$ cat config.mk
export PLATFORM = sky130hd
export DESIGN_NAME = cgra_context_sequencer_flat
export DESIGN_NICKNAME = d
export VERILOG_FILES = /design/src/rtl/cgra_context_sequencer_if.sv /design/src/rtl/cgra_context_sequencer.sv /design/src/flat_wrapper.sv
export SDC_FILE = /design/constraint.sdc
export NUM_CORES = 1
export LEC_CHECK = 0
export BUFFER_PORTS_ARGS = -buffer_cell sky130_fd_sc_hd__buf_4
export CAP_MARGIN = 30
export CORE_MARGIN = 1.5
export CORE_UTILIZATION = 46
export CTS_BUF_LIST = sky130_fd_sc_hd__clkbuf_16
export DETAILED_ROUTE_END_ITERATION = 16
export PLACE_DENSITY = 0.73
export SLEW_MARGIN = 15
export SYNTH_ARGS = -nofsm -noshare
export SYNTH_HDL_FRONTEND = slang
export SYNTH_SLANG_ARGS = --single-unit
$ cat constraint.sdc
create_clock -name clk -period 2.9 [get_ports clk]
set_input_delay 0.29 -clock clk [delete_from_list [all_inputs] [get_ports clk]]
set_output_delay 0.29 -clock clk [all_outputs]
set_load 0.02 [all_outputs]
$ cat src/rtl/cgra_context_sequencer_if.sv
// Config stream in from DMA/host and context-memory write port out to the PEs.
// master = sequencer side, slave = host/fabric side.
interface cgra_context_sequencer_if #(
    parameter int PC_WIDTH = 4
);
    logic [63:0]         cfg_in_data;
    logic                cfg_in_valid;
    logic                cfg_in_ready;
    logic [PC_WIDTH-1:0] cfg_wr_addr;
    logic [63:0]         cfg_wr_data;
    logic                cfg_wr_en;

    modport master (
        input  cfg_in_data,
        input  cfg_in_valid,
        output cfg_in_ready,
        output cfg_wr_addr,
        output cfg_wr_data,
        output cfg_wr_en
    );

    modport slave (
        output cfg_in_data,
        output cfg_in_valid,
        input  cfg_in_ready,
        input  cfg_wr_addr,
        input  cfg_wr_data,
        input  cfg_wr_en
    );
endinterface

$ cat src/rtl/cgra_context_sequencer.sv
// CGRA tile-group context loader and context_pc stepper with host busy/done.
// Optional CTX_SEQ_PERF_EN adds saturating RUN / stalled-RUN cycle counters.
module cgra_context_sequencer #(
    parameter int PC_WIDTH      = 4,
    parameter int CONTEXT_DEPTH = 16,
    parameter int ITER_WIDTH    = 16
) (
    input  logic                  clk,
    input  logic                  rst,
    input  logic                  start_i,
    input  logic                  abort_i,
    input  logic                  load_en_i,
    input  logic [PC_WIDTH-1:0]   num_ctx_i,
    input  logic [ITER_WIDTH-1:0] iter_count_i,
    cgra_context_sequencer_if.master cfg,
    input  logic                  stall_req_i,
    output logic [PC_WIDTH-1:0]   context_pc_o,
    output logic                  global_stall_o,
    output logic                  busy_o,
    output logic                  done_o
`ifdef CTX_SEQ_PERF_EN
    ,
    output logic [31:0]           perf_run_cycles_o,
    output logic [31:0]           perf_stall_cycles_o
`endif
);

    typedef enum logic [2:0] {
        S_IDLE,
        S_LOAD,
        S_SETTLE,
        S_RUN,
        S_DONE
    } state_e;

    localparam logic [31:0] MAX_L = 32'(CONTEXT_DEPTH - 1);

    state_e                state_q;
    logic [PC_WIDTH-1:0]   last_q;
    logic [PC_WIDTH-1:0]   load_cnt_q;
    logic [PC_WIDTH-1:0]   pc_q;
    logic [PC_WIDTH-1:0]   wr_addr_q;
    logic [63:0]           wr_data_q;
    logic                  wr_en_q;
    logic                  done_q;
    logic [ITER_WIDTH-1:0] n_q;
    logic [ITER_WIDTH-1:0] iter_q;

    logic [PC_WIDTH-1:0]   last_d;
    logic                  accept_start;
    logic                  pc_last;
    logic                  iter_last;

    always_comb begin
        last_d = num_ctx_i;
        if (32'(num_ctx_i) > MAX_L) begin
            last_d = MAX_L[PC_WIDTH-1:0];
        end
    end

    assign accept_start = (state_q == S_IDLE) & start_i & ~abort_i;
    assign pc_last      = (pc_q == last_q);
    assign iter_last    = (iter_q == (n_q - ITER_WIDTH'(1)));

    always_ff @(posedge clk) begin
        if (rst) begin
            state_q    <= S_IDLE;
            last_q     <= '0;
            load_cnt_q <= '0;
            pc_q       <= '0;
            wr_addr_q  <= '0;
            wr_data_q  <= '0;
            wr_en_q    <= 1'b0;
            done_q     <= 1'b0;
            n_q        <= '0;
            iter_q     <= '0;
        end else if (abort_i && state_q != S_IDLE) begin
            // A word handshaken this cycle is consumed but never written.
            state_q <= S_IDLE;
            wr_en_q <= 1'b0;
            done_q  <= 1'b0;
            pc_q    <= '0;
        end else begin
            wr_en_q <= 1'b0;
            done_q  <= 1'b0;
            unique case (state_q)
                S_IDLE: begin
                    if (accept_start) begin
                        last_q     <= last_d;
                        n_q        <= iter_count_i;
                        load_cnt_q <= '0;
                        iter_q     <= '0;
                        pc_q       <= '0;
                        if (load_en_i) begin
                            state_q <= S_LOAD;
                        end else if (iter_count_i == '0) begin
                            state_q <= S_DONE;
                            done_q  <= 1'b1;
                        end else begin
                            state_q <= S_RUN;
                        end
                    end
                end
                S_LOAD: begin
                    if (cfg.cfg_in_valid) begin
                        wr_en_q    <= 1'b1;
                        wr_addr_q  <= load_cnt_q;
                        wr_data_q  <= cfg.cfg_in_data;
                        load_cnt_q <= load_cnt_q + PC_WIDTH'(1);
                        if (load_cnt_q == last_q) begin
                            state_q <= S_SETTLE;
                        end
                    end
                end
                S_SETTLE: begin
                    if (n_q == '0) begin
                        state_q <= S_DONE;
                        done_q  <= 1'b1;
                    end else begin
                        state_q <= S_RUN;
                    end
                end
                S_RUN: begin
                    if (!stall_req_i) begin
                        if (pc_last) begin
                            pc_q <= '0;
                            if (iter_last) begin
                                state_q <= S_DONE;
                                done_q  <= 1'b1;
                            end else begin
                                iter_q <= iter_q + ITER_WIDTH'(1);
                            end
                        end else begin
                            pc_q <= pc_q + PC_WIDTH'(1);
                        end
                    end
                end
                S_DONE: begin
                    state_q <= S_IDLE;
                    pc_q    <= '0;
                end
                default: begin
                    state_q <= S_IDLE;
                end
            endcase
        end
    end

    assign cfg.cfg_in_ready = (state_q == S_LOAD);
    assign cfg.cfg_wr_addr  = wr_addr_q;
    assign cfg.cfg_wr_data  = wr_data_q;
    assign cfg.cfg_wr_en    = wr_en_q;

    assign context_pc_o   = pc_q;
    assign global_stall_o = (state_q != S_RUN) | stall_req_i;
    assign busy_o         = (state_q != S_IDLE);
    assign done_o         = done_q;

`ifdef CTX_SEQ_PERF_EN
    logic [31:0] perf_run_q;
    logic [31:0] perf_stall_q;

    always_ff @(posedge clk) begin
        if (rst || accept_start) begin
            perf_run_q   <= '0;
            perf_stall_q <= '0;
        end else if (state_q == S_RUN) begin
            if (perf_run_q != '1) begin
                perf_run_q <= perf_run_q + 32'd1;
            end
            if (stall_req_i && perf_stall_q != '1) begin
                perf_stall_q <= perf_stall_q + 32'd1;
            end
        end
    end

    assign perf_run_cycles_o   = perf_run_q;
    assign perf_stall_cycles_o = perf_stall_q;
`endif

endmodule

$ cat src/flat_wrapper.sv
// flat-port wrapper written by rule: the top's interface ports become plain ports
module cgra_context_sequencer_flat 
#(
    parameter int PC_WIDTH      = 4,
    parameter int CONTEXT_DEPTH = 16,
    parameter int ITER_WIDTH    = 16
)
  (clk, rst, start_i, abort_i, load_en_i, num_ctx_i, iter_count_i, stall_req_i, context_pc_o, global_stall_o, busy_o, done_o, cfg_cfg_in_data, cfg_cfg_in_valid, cfg_cfg_in_ready, cfg_cfg_wr_addr, cfg_cfg_wr_data, cfg_cfg_wr_en);
  cgra_context_sequencer_if #(.PC_WIDTH(PC_WIDTH)) cfg_i ();
  input  logic clk;
  input  logic rst;
  input  logic start_i;
  input  logic abort_i;
  input  logic load_en_i;
  input  logic [PC_WIDTH-1:0] num_ctx_i;
  input  logic [ITER_WIDTH-1:0] iter_count_i;
  input  logic stall_req_i;
  output logic [PC_WIDTH-1:0] context_pc_o;
  output logic global_stall_o;
  output logic busy_o;
  output logic done_o;
  input wire logic [$bits(cfg_i.cfg_in_data)-1:0] cfg_cfg_in_data;
  input wire logic [$bits(cfg_i.cfg_in_valid)-1:0] cfg_cfg_in_valid;
  output wire logic [$bits(cfg_i.cfg_in_ready)-1:0] cfg_cfg_in_ready;
  output wire logic [$bits(cfg_i.cfg_wr_addr)-1:0] cfg_cfg_wr_addr;
  output wire logic [$bits(cfg_i.cfg_wr_data)-1:0] cfg_cfg_wr_data;
  output wire logic [$bits(cfg_i.cfg_wr_en)-1:0] cfg_cfg_wr_en;
  assign cfg_i.cfg_in_data = cfg_cfg_in_data;
  assign cfg_i.cfg_in_valid = cfg_cfg_in_valid;
  assign cfg_cfg_in_ready = cfg_i.cfg_in_ready;
  assign cfg_cfg_wr_addr = cfg_i.cfg_wr_addr;
  assign cfg_cfg_wr_data = cfg_i.cfg_wr_data;
  assign cfg_cfg_wr_en = cfg_i.cfg_wr_en;
  cgra_context_sequencer #(.PC_WIDTH(PC_WIDTH), .CONTEXT_DEPTH(CONTEXT_DEPTH), .ITER_WIDTH(ITER_WIDTH)) u_core (.clk(clk), .rst(rst), .start_i(start_i), .abort_i(abort_i), .load_en_i(load_en_i), .num_ctx_i(num_ctx_i), .iter_count_i(iter_count_i), .cfg(cfg_i), .stall_req_i(stall_req_i), .context_pc_o(context_pc_o), .global_stall_o(global_stall_o), .busy_o(busy_o), .done_o(done_o));
endmodule
==> results of run 1 <==
-- through the flow --
stage	TNS [ns]	setup slack [ns]
final	-0.0931	-0.0285
after global routing	-1.36	-0.134
after CTS	-0.108	-0.0278
after detailed placement	-4.85	-0.302
after global placement	-0.648	-0.0954
after floorplan	-0.0561	-0.0561
-- layout by cell type (no fill, tap or decap), types with 4 or more instances in the layout --
master,Yosys,routed
nand2_1,198,197
buf_4,0,191
dfxtp_1,117,115
a21oi_1,106,105
nor2_1,31,30
clkbuf_16,0,17
xnor2_1,15,14
xor2_1,14,14
inv_1,13,13
nor4_1,10,10
or3_1,12,9
o21ai_0,9,9
nand3_1,9,9
o21ai_1,9,9
and3_1,7,7
nor3_1,7,6
nand4_1,6,6
a21oi_2,5,6
o211ai_1,5,5
or4_1,7,5
ha_1,5,5
o31ai_1,4,4
clkinvlp_4,0,4
-- state kept, by name (all words and copies together), names as in the netlist --
register and flops:
u_core.state_q 3, u_core.cfg.cfg_wr_data 64, u_core.last_q 4, u_core.context_pc_o 4
u_core.done_o 1, u_core.n_q 16, u_core.cfg.cfg_wr_addr 4, u_core.load_cnt_q 4
u_core.iter_q 16, u_core.cfg.cfg_wr_en 1
-- repair_timing --
item	4_1_cts	5_1_grt
buffers inserted	0	2
resized for setup	8	4
pin swaps	2	4
setup endpoints to repair	20	19
-- final timing paths --
kind,cells past startpoint,end,start
min reg2reg,2,u_core.cfg.cfg_wr_data[37],u_core.cfg.cfg_wr_data[37]
max reg2reg,9,u_core.iter_q[0],u_core.n_q[2]
max,9,u_core.iter_q[0],u_core.n_q[2]
min,3,u_core.cfg.cfg_wr_data[59],cfg_cfg_in_data[59]
-- kinds of logic after synthesis --
family,Yosys count
DFF,117
buffers and inverters,49
muxes,1
AOI/OAI and AO/OA,166
adders and majority gates,5
and+or+nand+nor,306
xor gates and xnor gates,29
-- tightest hold or removal path, cell delays in order --
cell,delay [ns]
buf_4,0.11
nand2_1,0.04
a21oi_1,0.05
-- area by class of cell --
cell class	count	share of cell area
clock buffer	17	0.0574
clock inverter	15	0.0241
inverter	13	0.00658
multi-input combinational	507	0.371
sequential	117	0.316
tap	140	0.0236
timing repair buffer	194	0.201
-- power by group through the flow --
stage	sequential [mW]	clock [mW]	combinational (mW)
2_1_floorplan	1.79	0	0.450
3_3_place_gp	1.75	0	0.795
3_5_place_dp	1.76	0	0.816
4_1_cts	1.72	2.18	0.857
5_1_grt	1.73	2.24	0.955
6_report	1.72	2.15	0.874
-- per-layer routing --
layer | global-route usage | part of all wire
met5 | 0 | 0
met4 | 0.120 | 0.022
met3 | 0.0925 | 0.073
met2 | 0.433 | 0.50
met1 | 0.300 | 0.41
==> results.json, run 1 <==
{
  "status": "finished with violations",
  "violations": "negative setup slack",
  "clock_sinks": 117,
  "grt_overflow_total": 0,
  "setup_viol": 9,
  "p_leak_nw": 3.00,
  "p_int_mw": 3.41,
  "yosysWarnings": 0,
  "max_stage_delay_ns": 0.57,
  "hold_ws_ns": 0.115,
  "drt-pass1-iter-count": 5,
  "synth_top_family_by_area": "simple AND/OR/NAND/NOR gates",
  "final_cell_count_no_fill": 1003,
  "period_share": 1.01,
  "path_max_fanout": 23,
  "antenna_found_initial": 0,
  "synth-compound-area-share": 0.188,
  "cts_hold_buf": 0,
  "drc": 0,
  "final_hold_viol_count": 0,
  "diodes": 0,
  "dpl.cell_count": 969,
  "fillers": 934,
  "multi_input_area_um2": 2750,
  "synth_mux_area_frac": 0.00192,
  "synth.area.top_cells": "dfxtp_1, nand2_1, a21oi_1",
  "synthXorXnorAreaFrac": 0.0486,
  "fin_skew_ns": 0.00783,
  "regToRegSetupSlack_ns": -0.03,
  "worstMarginPinSlew_ns": 0.787,
  "fin_area_um2": 7410,
  "ant_nets": 0,
  "yosysTopAreaCell": "dfxtp_1",
  "fmax_ghz": 0.341,
  "peakVddDrop_v": 0.000446,
  "routed_wl_um": 15300,
  "crit_top_cell": "or4_4",
  "yosys_register_bits": 117,
  "power_switching_mw": 1.34,
  "regArea_um2": 2340,
  "synth_top_flop_cell": "dfxtp_1",
  "comb_power_share": 0.184,
  "gp_congestion": 0.880,
  "syn_avg_cell_area_um2": 7.76,
  "grt_pass1_wl_um": 24200,
  "dieArea_um2": 12000,
  "hpwlAfterDp_um": 10700,
  "cp_num_buf_inv": 1,
  "grt_use_total": 0.261,
  "hold_path_class": "in -> reg",
  "yosys.area.top_type_share": 0.449,
  "drt_iter0_drc": 330,
  "worst_ep_required_time_ns": 3.18,
  "final_nets": 946,
  "area_growth_pct": 42.0,
  "ys_types": 56,
  "synth-simple-area-share": 0.261,
  "relSlewSlack": 0.476,
  "path_clk_slew_ns": 0.06,
  "clock_latency_ns": 0.42,
  "start_util": 0.477,
  "root_buffer": "clkbuf_16",
  "endpoint_kind": "flop",
  "syn_nets": 769,
  "syn-cell-area_um2": 5220,
  "crit_family": "simple AND/OR/NAND/NOR gates",
  "drive_above_1_share": 0.291,
  "crit_slowest_cell": "or4b_4",
  "async_flop_share": 0,
  "yosysSeqAreaShare": 0.449,
  "seq_power_share": 0.363,
  "critical_path_arrival_ns": 3.21,
  "grt_pass1_vias": 5146,
  "path_class": "reg -> reg",
  "h-tree-depth": 4,
  "maxCapViolCount": 0,
  "die_width_um": 110,
  "placed_cell_area_um2": 6730,
  "total_power_mw": 4.75,
  "swShare": 0.282,
  "fin_util": 0.678,
  "period_needed_ns": 2.93,
  "core_area_um2": 10900,
  "num_io_pins": 168,
  "yosys-top-cells-count": "nand2_1, dfxtp_1, a21oi_1, nor2_1, clkbuf_1",
  "cts_tree": "done",
  "setup_slack_ns": -0.0285,
  "vias_per_cell": 5.43,
  "worst_setup_path_start_kind": "flop",
  "synthCells": 673,
  "rsz0062_at_grt": "yes",
  "vias": 5443,
  "rows": 38,
  "grt_max_degree": 71,
  "synth-edff-count": 0,
  "synthAdderAreaFrac": 0.0120,
  "powerDensity_nw_per_um2": 640,
  "p_clk_frac": 0.453,
  "wire_per_inst_um": 15.3,
  "port_buffers": 167,
  "slew_violations": 0,
  "die_h_um": 110,
  "clockBufferDepth": 2,
  "yosysMostFrequentCell": "nand2_1",
  "path_cells": "or4_4, or4_4, a32oi_2, a21oi_2, or4b_4, o21bai_4, buf_12, xor2_1, nor2_1",
  "cts_made_buffers": 17
}
(Power assumes the default switching activity.)
==> run 2, diff against run 1 <==
Settings changed: CORE_UTILIZATION 46 to 51, PLACE_DENSITY 0.73 to 0.77, TNS_END_PERCENT from default to 30.
Clock period 2.9 ns to 3.3 ns, I/O delays scaled along.
==> run 2 against run 1 <==
The flow now finishes without violations; count of clock-buffer cells in the layout is the same; clock power down 9.3%; cell count shrank 2.4%; cell area fell by 2.8%; flip-flop and latch count is the same; hold slack improved by 0.046 ns; power shrank 12%; utilization is 5.3 points higher; sequential power is 11% lower; die area down 9.5%; register-to-register slack improved by 0.28 ns.
==> results.json, run 2 (synthesized netlist as in run 1, its figures left out) <==
{
  "num_io_pins": 168,
  "fin_setup_tns_ns": 0,
  "worst_setup_path_start_kind": "flop",
  "placed_cell_area_um2": 6580,
  "vias": 5388,
  "clock_latency_ns": 0.41,
  "die_h_um": 104,
  "root_buffer": "clkbuf_16",
  "fillers": 752,
  "final_cell_mix": "nand2_1, buf_4, dfxtp_1",
  "drc": 0,
  "rows": 36,
  "reg2reg_depth": 9,
  "p_leak_nw": 2.92,
  "period_share": 0.923,
  "multi_input_area_um2": 2680,
  "hold_start": "cfg_cfg_in_data[38]",
  "pre_cts_slack_ns": 0.237,
  "clock_sinks": 117,
  "r2r_start": "u_core.n_q[2]",
  "vias_per_cell": 5.50,
  "antenna_found_initial": 0,
  "crit_slowest_cell": "or4_4",
  "clockBufferDepth": 2,
  "path_cells": "or4_4, or4_1, xnor2_1, a2111oi_1, or4b_4, o21bai_4, buf_12, xor2_1, nor2_1",
  "path_class": "reg -> reg",
  "cp_num_buf_inv": 1,
  "endpoint_kind": "flop",
  "die_width_um": 104,
  "ant_nets": 0,
  "powerDensity_nw_per_um2": 576,
  "max_stage_delay_ns": 0.56,
  "hold_path_end": "u_core.cfg.cfg_wr_data[38]",
  "grt_use_total": 0.273,
  "drive_above_1_share": 0.259,
  "final_common_cell": "nand2_1",
  "regToRegSetupSlack_ns": 0.25,
  "rsz0062_at_grt": "no",
  "final_nets": 929,
  "start_util": 0.529,
  "core_area_um2": 9860,
  "drt-pass1-iter-count": 5,
  "hold_path_class": "in -> reg",
  "peakVddDrop_v": 0.000351,
  "area_growth_pct": 38.1,
  "port_buffers": 167,
  "status": "finished clean",
  "r2r-end": "u_core.iter_q[0]",
  "period_needed_ns": 3.05,
  "fin_util": 0.731,
  "wire_per_inst_um": 15.2,
  "grt_pass1_vias": 5095,
  "fin_skew_ns": 0.00709,
  "relSlewSlack": 0.503,
  "drt_iter0_drc": 316,
  "dieArea_um2": 10900,
  "routed_wl_um": 14800,
  "path_clk_slew_ns": 0.06,
  "largest_reg_flops": 64,
  "crit_family": "simple AND/OR/NAND/NOR gates",
  "setup_slack_ns": 0.253,
  "grt_pass1_wl_um": 24100,
  "cts_setup_buffers": 0,
  "cts_made_buffers": 17,
  "maxCapViolCount": 0,
  "regArea_um2": 2340,
  "h-tree-depth": 4,
  "critical_path_arrival_ns": 3.31,
  "diodes": 0,
  "min_path_cells": 3,
  "worst_ep_required_time_ns": 3.57,
  "fmax_ghz": 0.328,
  "grt_overflow_total": 0,
  "setup_viol": 0,
  "cts_tree": "done",
  "final_hold_viol_count": 0,
  "slew_violations": 0,
  "path_max_fanout": 23,
  "fin_area_um2": 7210,
  "hpwlAfterDp_um": 10500,
  "worstMarginPinSlew_ns": 0.739,
  "gp_congestion": 0.878,
  "grt_max_degree": 71
}
## run 2: what timing repair did
| action | 4_1_cts | 5_1_grt |
|---|---|---|
| setup endpoints to repair | 0 | 1 |
| hold endpoints to repair | 0 | 0 |
| hold buffers | 0 | 0 |
| gates resized for setup | 0 | 1 |
## run 2: tightest hold or removal path, delay by kind of cell
family	cells	cell delay (ns)
buffers and inverters	1	0.11
AND/OR/NAND/NOR	1	0.04
AO/OA/AOI/OAI	1	0.05
## run 2: layer usage
metal,global-route usage,vias to the layer above,share of wire
met5,0,-,0
met1,0.323,2493,0.40
met4,0.0903,0,0.014
met3,0.0934,17,0.097
li1,-,2639,-
met2,0.464,239,0.49
## run 2: per-stage QoR
step | power, mW | instances | hold WS (ns)
after floorplan | 1.96 | 673 | 0.456
after global placement | 2.20 | 947 | 0.443
after detailed placement | 2.22 | 947 | 0.447
after CTS | 4.17 | 979 | 0.150
after global routing | 4.31 | 979 | 0.154
final | 4.16 | 979 | 0.161
## run 2: how the worst max path moves through the flow
stage | from | cells after the start | endpoint
2_1_floorplan | u_core.n_q[0] | 13 | u_core.iter_q[0]
3_3_place_gp | u_core.n_q[2] | 9 | u_core.iter_q[0]
3_5_place_dp | u_core.n_q[2] | 9 | u_core.iter_q[0]
4_1_cts | u_core.n_q[2] | 9 | u_core.iter_q[0]
5_1_grt | u_core.n_q[2] | 9 | u_core.iter_q[0]
6_report | u_core.n_q[2] | 9 | u_core.iter_q[0]
## run 2: area by class of cell
| type | count | area share |
|---|---|---|
| timing repair buffer | 177 | 0.186 |
| clock buffer | 17 | 0.0590 |
| clock inverter | 15 | 0.0279 |
| sequential | 117 | 0.325 |
| inverter | 13 | 0.00677 |
| tap | 133 | 0.0231 |
| multi-input combinational | 507 | 0.372 |
## run 2: power breakdown
part	leakage, nW	switching (mW)	internal (mW)
clock network	0.309	0.682	1.27
logic	1.66	0.390	0.287
registers	0.945	0.0595	1.47
==> run 3, diff against run 2 <==
Settings changed: REMOVE_ABC_BUFFERS from default to 1.
==> run 3 against run 2 <==
Critical path depth unchanged; sequential power about the same; count of clock-buffer cells in the layout unchanged; via count increased by 0.17%; clock power decreased by 8%; non-clock buffer count increased by 1; first-iteration DRC count decreased by 17%; largest power group unchanged.
==> results.json, run 3 (synthesized netlist as in run 1, its figures left out) <==
{
  "port_buffers": 167,
  "endpoint_kind": "flop",
  "slew_violations": 0,
  "cp_num_buf_inv": 1,
  "core_area_um2": 9860,
  "antenna_found_initial": 0,
  "grt_max_degree": 71,
  "reg2reg_depth": 9,
  "p_leak_nw": 2.90,
  "routed_wl_um": 15300,
  "cp.depth": 9,
  "crit_family": "simple AND/OR/NAND/NOR gates",
  "path_clk_slew_ns": 0.05,
  "maxCapViolCount": 0,
  "drt-pass1-iter-count": 5,
  "h-tree-depth": 4,
  "fin_skew_ns": 0.00831,
  "cts_setup_buffers": 0,
  "min_path_cells": 3,
  "clockBufferDepth": 2,
  "start_util": 0.529,
  "die_width_um": 104,
  "dieArea_um2": 10900,
  "gr-usage-met2": 0.487,
  "grt_overflow_total": 0,
  "regToRegSetupSlack_ns": 0.25,
  "drt_iter0_drc": 261,
  "drc": 0,
  "relSlewSlack": 0.532,
  "drive_above_1_share": 0.258,
  "vias_per_cell": 5.51,
  "die_h_um": 104,
  "p_int_mw": 2.92,
  "placed_cell_area_um2": 6600,
  "period_needed_ns": 3.05,
  "fmax_ghz": 0.328,
  "p_clk_frac": 0.448,
  "fin_area_um2": 7180,
  "clock_sinks": 117,
  "powerDensity_nw_per_um2": 558,
  "swShare": 0.271,
  "worst_setup_path_start_kind": "flop",
  "crit_slowest_cell": "or4_4",
  "largest_reg_flops": 64,
  "cts_tree": "done",
  "grt_pass1_wl_um": 25100,
  "grt_pass1_vias": 5318,
  "hpwlAfterDp_um": 10800,
  "rows": 36,
  "cts_made_buffers": 17,
  "num_io_pins": 168,
  "cts_hold_buf": 0,
  "path_max_fanout": 23,
  "final_nets": 930,
  "regArea_um2": 2340,
  "hold_ws_ns": 0.161,
  "use_met1": 0.328,
  "status": "finished clean",
  "vias": 5397,
  "final_cell_count_no_fill": 979,
  "clock_latency_ns": 0.41,
  "hold_path_class": "in -> reg",
  "area_growth_pct": 37.5,
  "ant_nets": 0,
  "final_hold_viol_count": 0,
  "seq_power_share": 0.382,
  "diodes": 0,
  "path_class": "reg -> reg",
  "multi_input_area_um2": 2690,
  "fillers": 744,
  "worst_ep_required_time_ns": 3.57,
  "critical_path_arrival_ns": 3.32,
  "gp_congestion": 0.866,
  "root_buffer": "clkbuf_16",
  "max_stage_delay_ns": 0.57,
  "total_power_mw": 4.01,
  "dpl.cell_count": 948,
  "comb_power_share": 0.170,
  "wire_per_inst_um": 15.6,
  "power_switching_mw": 1.08,
  "period_share": 0.924,
  "setup_viol": 0,
  "grt_most_used_layer": "met2",
  "rsz0062_at_grt": "no",
  "path_cells": "or4_4, or4_1, xnor2_1, a2111oi_2, or4b_4, o21bai_4, buf_12, or3_1, a21oi_2",
  "final_cell_mix": "nand2_1, buf_4, dfxtp_1",
  "use_met3": 0.0971,
  "grt_use_total": 0.288,
  "worstMarginPinSlew_ns": 0.702,
  "final_common_cell": "nand2_1",
  "peakVddDrop_v": 0.000375
}
[run 3: timing repair]
action,4_1_cts,5_1_grt
gates resized for setup,1,1
endpoints found under the setup margin,9,2
endpoints found under the hold margin,0,0
[run 3: power by group through the flow]
stage	Combinational, mW	Sequential, mW	Clock [mW]
2_1_floorplan	0.359	1.57	0
3_5_place_dp	0.667	1.55	0
3_3_place_gp	0.651	1.55	0
5_1_grt	0.748	1.54	1.87
6_report	0.681	1.53	1.80
4_1_cts	0.674	1.53	1.81
[run 3: path summary, 6_finish.rpt]
path / from / endpoint
worst min register to register: u_core.cfg.cfg_wr_data[48] / u_core.cfg.cfg_wr_data[48]
worst min-delay path: cfg_cfg_in_data[24] / u_core.cfg.cfg_wr_data[24]
worst max register to register: u_core.n_q[2] / u_core.iter_q[11]
worst max-delay path: u_core.n_q[2] / u_core.iter_q[11]
[run 3: worst register-to-register path, cell delays in order, from the launching register on]
cell,delay (ns)
dfxtp_1,0.35
or4_4,0.57
or4_1,0.43
xnor2_1,0.15
a2111oi_2,0.32
or4b_4,0.57
o21bai_4,0.16
buf_12,0.17
or3_1,0.13
a21oi_2,0.05
[run 3: stage by stage]
step | setup WS (ns) | TNS, ns | util
detailed placement | -0.0139 | -0.0457 | 0.669
floorplan | -1.10 | -75.21 | -
global placement | 0.157 | 0 | 0.669
finish | 0.252 | 0 | 0.728
global route | 0.121 | 0 | 0.728
CTS | 0.0905 | 0 | 0.727
[run 3: metal layers]
metal  share of wire  vias to the layer above
met5               0                        -
met4           0.032                        0
met3           0.083                       35
met2            0.48                      214
met1            0.40                     2506
li1                -                     2642
[run 3: layout make-up]
cell class,instances,share of cell area
clock buffers,17,0.0592
clock inverters,14,0.0206
inverters,13,0.00680
multi-input cells,507,0.374
flip-flops and latches,117,0.326
well taps,133,0.0232
repair buffers,178,0.190
